`config.mk`:
```
export PLATFORM = sky130hd
export DESIGN_NAME = bcd_updown_counter_flat
export DESIGN_NICKNAME = d
export VERILOG_FILES = /design/src/rtl/bcd_updown_counter_if.sv /design/src/rtl/bcd_updown_counter.sv /design/src/flat_wrapper.sv
export SDC_FILE = /design/constraint.sdc
export NUM_CORES = 1
export LEC_CHECK = 0
export BUFFER_PORTS_ARGS = -buffer_cell sky130_fd_sc_hd__buf_2
export CAP_MARGIN = 20
export CORE_AREA = 10 10 53 55
export CTS_CLUSTER_DIAMETER = 40
export DETAILED_ROUTE_END_ITERATION = 8
export DIE_AREA = 0 0 63 65
export MAX_ROUTING_LAYER = met4
export PLACE_DENSITY = 0.8
export SKIP_LAST_GASP = 1
export SLEW_MARGIN = 30
export SYNTH_ARGS = -nofsm -noshare
export SYNTH_HDL_FRONTEND = slang
export SYNTH_SLANG_ARGS = --single-unit
```
`constraint.sdc`:
```
create_clock -name clk -period 2.64 [get_ports clk]
set_input_delay 0.528 -clock clk [delete_from_list [all_inputs] [get_ports clk]]
set_output_delay 0.528 -clock clk [all_outputs]
set_load 0.01 [all_outputs]
```
`src/rtl/bcd_updown_counter_if.sv`:
```
// Control/status bundle of the BCD up/down counter.
// Latency: none, wiring only.
// Backpressure: none, plain level signals.
//
// Members (all digit vectors carry digit 0 in bits [3:0]):
//   clear    - synchronous zero of the count
//   load     - load request, load_val - BCD value to load
//   en       - count enable, up - 1 = increment, 0 = decrement
//   digits   - registered BCD count
//   tc       - one-cycle wrap pulse
//   at_max   - count equals the terminal value
//   at_min   - count equals zero
//   load_err - one-cycle pulse when a load is rejected
interface bcd_updown_counter_if #(
  parameter int NUM_DIGITS = 2
);
  logic                    clear;
  logic                    load;
  logic [4*NUM_DIGITS-1:0] load_val;
  logic                    en;
  logic                    up;
  logic [4*NUM_DIGITS-1:0] digits;
  logic                    tc;
  logic                    at_max;
  logic                    at_min;
  logic                    load_err;

  modport master (
    output clear, load, load_val, en, up,
    input  digits, tc, at_max, at_min, load_err
  );

  modport slave (
    input  clear, load, load_val, en, up,
    output digits, tc, at_max, at_min, load_err
  );
endinterface

```
`src/rtl/bcd_updown_counter.sv`:
```
// Multi-digit BCD up/down counter with wrap or saturate at 0 / MAX_VALUE, load and clear.
// Latency: one cycle from a sampled clear/load/en to the updated digits, tc and load_err.
// Backpressure: none; every enabled edge takes exactly one step.
//
// Ports:
//   clk   - system clock, all state changes on its rising edge
//   reset - synchronous, active-high
//   bus   - slave side of bcd_updown_counter_if (controls in, count and flags out)
module bcd_updown_counter #(
  parameter int NUM_DIGITS = 2,
  parameter int MAX_VALUE  = 59,
  parameter int WRAP       = 1
) (
  input  logic                  clk,
  input  logic                  reset,
  bcd_updown_counter_if.slave   bus
);

  localparam int W = 4 * NUM_DIGITS;

  // Reject illegal parameter sets at elaboration.
  if (NUM_DIGITS < 1 || NUM_DIGITS > 8) begin : g_bad_digits
    $error("bcd_updown_counter: NUM_DIGITS must be in 1..8");
  end
  if (MAX_VALUE < 1 || MAX_VALUE > (10 ** NUM_DIGITS) - 1) begin : g_bad_max
    $error("bcd_updown_counter: MAX_VALUE must be in 1..10^NUM_DIGITS-1");
  end
  if (WRAP != 0 && WRAP != 1) begin : g_bad_wrap
    $error("bcd_updown_counter: WRAP must be 0 or 1");
  end

  // Binary-to-BCD conversion of the terminal value, evaluated at elaboration.
  function automatic logic [W-1:0] to_bcd(input int value);
    logic [W-1:0] r;
    int           v;
    r = '0;
    v = value;
    for (int i = 0; i < NUM_DIGITS; i++) begin
      r[4*i +: 4] = 4'(v % 10);
      v = v / 10;
    end
    return r;
  endfunction

  localparam logic [W-1:0] MAX_BCD = to_bcd(MAX_VALUE);

  logic [W-1:0] digits_q;
  logic         tc_q;
  logic         load_err_q;

  logic [W-1:0] inc_val;
  logic [W-1:0] dec_val;
  logic         load_ok;
  logic         is_max;
  logic         is_min;

  // Flags decode the register only, so input activity cannot glitch them.
  assign is_max = (digits_q == MAX_BCD);
  assign is_min = (digits_q == '0);

  // Ripple BCD +1 / -1 across digits; a digit only changes while a
  // carry/borrow is still propagating into it.
  always_comb begin
    logic       carry;
    logic       borrow;
    logic [3:0] d;
    inc_val = digits_q;
    dec_val = digits_q;
    carry   = 1'b1;
    borrow  = 1'b1;
    for (int i = 0; i < NUM_DIGITS; i++) begin
      d = digits_q[4*i +: 4];
      if (carry) begin
        if (d == 4'd9) begin
          inc_val[4*i +: 4] = 4'd0;
        end else begin
          inc_val[4*i +: 4] = d + 4'd1;
          carry             = 1'b0;
        end
      end
      if (borrow) begin
        if (d == 4'd0) begin
          dec_val[4*i +: 4] = 4'd9;
        end else begin
          dec_val[4*i +: 4] = d - 4'd1;
          borrow            = 1'b0;
        end
      end
    end
  end

  // With every digit <= 9 the packed vector orders like the decimal value,
  // so a plain vector compare against MAX_BCD is a valid range check.
  always_comb begin
    load_ok = (bus.load_val <= MAX_BCD);
    for (int i = 0; i < NUM_DIGITS; i++) begin
      if (bus.load_val[4*i +: 4] > 4'd9) begin
        load_ok = 1'b0;
      end
    end
  end

  // Priority: reset > clear > load > en.
  always_ff @(posedge clk) begin
    if (reset) begin
      digits_q   <= '0;
      tc_q       <= 1'b0;
      load_err_q <= 1'b0;
    end else if (bus.clear) begin
      digits_q   <= '0;
      tc_q       <= 1'b0;
      load_err_q <= 1'b0;
    end else if (bus.load) begin
      // A load cycle never steps, whether the load is taken or rejected.
      tc_q <= 1'b0;
      if (load_ok) begin
        digits_q   <= bus.load_val;
        load_err_q <= 1'b0;
      end else begin
        load_err_q <= 1'b1;
      end
    end else if (bus.en) begin
      load_err_q <= 1'b0;
      if (bus.up) begin
        if (is_max) begin
          if (WRAP != 0) begin
            digits_q <= '0;
            tc_q     <= 1'b1;
          end else begin
            tc_q <= 1'b0;
          end
        end else begin
          digits_q <= inc_val;
          tc_q     <= 1'b0;
        end
      end else begin
        if (is_min) begin
          if (WRAP != 0) begin
            digits_q <= MAX_BCD;
            tc_q     <= 1'b1;
          end else begin
            tc_q <= 1'b0;
          end
        end else begin
          digits_q <= dec_val;
          tc_q     <= 1'b0;
        end
      end
    end else begin
      tc_q       <= 1'b0;
      load_err_q <= 1'b0;
    end
  end

  assign bus.digits   = digits_q;
  assign bus.tc       = tc_q;
  assign bus.load_err = load_err_q;
  assign bus.at_max   = is_max;
  assign bus.at_min   = is_min;

endmodule

```
`src/flat_wrapper.sv`:
```
// flat-port wrapper written by rule: the top's interface ports become plain ports
module bcd_updown_counter_flat 
#(
  parameter int NUM_DIGITS = 2,
  parameter int MAX_VALUE  = 59,
  parameter int WRAP       = 1
)
  (clk, reset, bus_clear, bus_load, bus_load_val, bus_en, bus_up, bus_digits, bus_tc, bus_at_max, bus_at_min, bus_load_err);
  bcd_updown_counter_if #(.NUM_DIGITS(NUM_DIGITS)) bus_i ();
  input  logic clk;
  input  logic reset;
  input wire logic [$bits(bus_i.clear)-1:0] bus_clear;
  input wire logic [$bits(bus_i.load)-1:0] bus_load;
  input wire logic [$bits(bus_i.load_val)-1:0] bus_load_val;
  input wire logic [$bits(bus_i.en)-1:0] bus_en;
  input wire logic [$bits(bus_i.up)-1:0] bus_up;
  output wire logic [$bits(bus_i.digits)-1:0] bus_digits;
  output wire logic [$bits(bus_i.tc)-1:0] bus_tc;
  output wire logic [$bits(bus_i.at_max)-1:0] bus_at_max;
  output wire logic [$bits(bus_i.at_min)-1:0] bus_at_min;
  output wire logic [$bits(bus_i.load_err)-1:0] bus_load_err;
  assign bus_i.clear = bus_clear;
  assign bus_i.load = bus_load;
  assign bus_i.load_val = bus_load_val;
  assign bus_i.en = bus_en;
  assign bus_i.up = bus_up;
  assign bus_digits = bus_i.digits;
  assign bus_tc = bus_i.tc;
  assign bus_at_max = bus_i.at_max;
  assign bus_at_min = bus_i.at_min;
  assign bus_load_err = bus_i.load_err;
  bcd_updown_counter #(.NUM_DIGITS(NUM_DIGITS), .MAX_VALUE(MAX_VALUE), .WRAP(WRAP)) u_core (.clk(clk), .reset(reset), .bus(bus_i));
endmodule
```
==> out/qor.yml <==
run_status:
  status: "completed"
hold_path:
  holdCritPathClass: "input port to flop"
  hold_depth: 3
  min-delay-start: "bus_load_val[2]"
  hold_path_end: "u_core.bus.digits[2]$_SDFFE_PP0P_"
routing:
  drt_iter0_markers: 41
  drtAntennaViolNets: 0
  firstDrtPassIters: 4
  route.detailed.wl_per_inst_um: 16.2
  wirelength_um: 2640
  drc: 0
  vias_per_cell: 5.94
  vias: 969
layout:
  diodes: 0
  fillers: 188
  syn_to_final_growth_pct: 12.2
  fin_util_pct: 56.7
  final_layout_size_suffix_gt1_share_pct: 29.4
  nets: 154
power_and_ir_drop:
  ir_worst_vdd_mv: 0.275
  p_leak_nw: 0.449
  p_per_area_nw_per_um2: 386
sta:
  fin_crit_ps: 2420
  setup_ws_ps: 221
  setup_viol: 0
  fin_crit_sh_pct: 91.6
  finalHoldViolCount: 0
  clock.fmax_mhz: 413
  slew_headroom_pct: 57.6
  skew_ps: 1.79
  slew_violations: 0
  tightest_slew_ps: 634
  grt_setup_unrepaired: "false"
  hold_slack_ps: 524
  tns_ps: 0
yosys:
  yosys-top-cells-count: "nand2_1 (11), dfxtp_1 (10), o21ai_0 (8), inv_1 (6), a31oi_1 (5)"
  synth_most_common_cell: "nand2_1"
  synth_nets: 133
  avgSynthCellArea_um2: 8.11
  ys_ff_latch: 10
  synth_area_um2: 941
  seq_area_frac_synth_pct: 21.3
  async_flop_share_pct: 0
  yosys-top-cells-area: "dfxtp_1 (21%), nand2_1 (4.4%), o21ai_0 (4.3%)"
  synth-edff-count: 0
  ys_types: 54
  synth_warnings: 0
  synthFlopType: "dfxtp_1"
  postSynthCellCount: 116
  synth_largest_area_cell: "dfxtp_1"
  netlist.area_leader.share_pct: 21.3
placement:
  place_congestion: 0.857
  dp_hpwl_um: 1950
  portBuffers: 25
  pre_cts_slack_ps: 560
global_route:
  antenna_found_initial: 0
  grt_max_degree: 20
  grt_pass1_vias: 960
  grt_overflow: 0
  grt_pass1_wl_um: 4620
  track_usage_pct: 14.0
cts:
  cts.sinks: 10
  path_clk_slew_ps: 70
  cts.hold.buffers_added: 0
  clkLatencyLatePin_ps: 270
  clockRootBuffer: "clkbuf_4"
  cts_buffers: 3
  postCtsSetupRepairBufs: 0
  clock_tree.buffer_depth: 2
  cts_tree: "built"
  cts_resized: 0
  cts_max_level: 1
floorplan:
  die_h_um: 65
  die_w_um: 63
  dieArea_um2: 4100
  initial_core_util_pct: 50.5
  core_area_um2: 1860
  ios: 26
  num_rows: 16
worst_setup_path:
  timing.rr.start: "u_core.bus.digits[0]$_SDFFE_PP0P_"
  criticalPathCategory: "flop to primary output"
  regToRegSetupSlack_ps: 710
  reg2regPathDepth: 6
  required_ps: 2110
  path_max_fanout: 10
  r2r-end: "u_core.bus.digits[4]$_SDFFE_PP0P_"
  arrival_ps: 1890
  end_kind: "primary output"
  worst_setup_path_start_kind: "flop"
job:
  cap_viol_max_count: 0
[final cells by class]
type	count	area, um^2	share of cell area (%)
Tap cell	27	33.8	3.20
Multi-Input combinational cell	91	638	60.4
Timing Repair Buffer	25	125	11.8
Sequential cell	10	200	19.0
Inverter	6	22.5	2.13
Clock buffer	4	36.3	3.44
[power by group]
part           total (W)  internal, W  switching (W)
Combinational  0.0000993    0.0000442      0.0000551
Sequential      0.000167     0.000156      0.0000117
Clock           0.000141    0.0000838      0.0000568
[per-stage QoR]
| stage | cells | power (W) | area (um^2) |
|---|---|---|---|
| final | 163 | 0.000407 | 1060 |
| after global routing | 163 | 0.000426 | 1060 |
| after CTS | 163 | 0.000408 | 1060 |
| after global placement | 159 | 0.000265 | 1020 |
| after detailed placement | 159 | 0.000268 | 1020 |
| after floorplan | 116 | 0.000241 | 941 |
[how the worst max path moves through the flow]
stage	startpoint	depth (start not counted)	slack (ps)	end
after floorplan	u_core.bus.digits[0]$_SDFFE_PP0P_	4	690	bus_at_min
after global placement	u_core.bus.digits[0]$_SDFFE_PP0P_	5	640	bus_at_min
after detailed placement	u_core.bus.digits[0]$_SDFFE_PP0P_	4	560	bus_at_max
after CTS	u_core.bus.digits[0]$_SDFFE_PP0P_	4	240	bus_at_max
after global routing	u_core.bus.digits[0]$_SDFFE_PP0P_	4	70	bus_at_max
final	u_core.bus.digits[0]$_SDFFE_PP0P_	4	220	bus_at_max
[cells in the final DEF, fill, tap and decap left out, types with 3 or more instances in the layout]
master	instances
buf_2	25
nand2_1	11
nor2b_1	3
dfxtp_1	10
inv_1	6
nor2_1	4
o22ai_1	3
clkbuf_4	3
ha_1	3
o21ai_0	8
nor3b_1	4
a21oi_1	4
a31oi_1	5
[flip-flops by register name, summed over array words and instances (netlist names)]
| signal | flops |
|---|---|
| u_core.bus.tc | 1 |
| u_core.bus.digits | 8 |
| u_core.bus.load_err | 1 |
[per-layer routing]
| layer | global-route usage [%] | routed length, um | vias up | part of all wire [%] |
|---|---|---|---|---|
| met5 | - | 0 | - | 0 |
| met4 | 4.47 | 47 | 0 | 1.8 |
| met3 | 5.67 | 197 | 6 | 7.5 |
| met2 | 23.4 | 1310 | 35 | 49 |
| met1 | 14.8 | 1090 | 448 | 41 |
| li1 | - | - | 480 | - |
[worst max-delay path, cell delays in order (launching register included)]
cell and delay (ps):
dfxtp_1 510, ha_1 330, and4bb_2 290, nor3b_1 290, buf_2 200
[cells by family after synthesis]
kind of cell               share of synthesized area [%]
muxes                                               2.13
DFF                                                 21.3
buffers and inverters                               10.9
xor gates and xnor gates                            1.86
and+or+nand+nor                                     27.7
adders and majority gates                           3.99
AOI/OAI and AO/OA                                   32.2
Note: power is estimated with default switching activity, not from simulation.
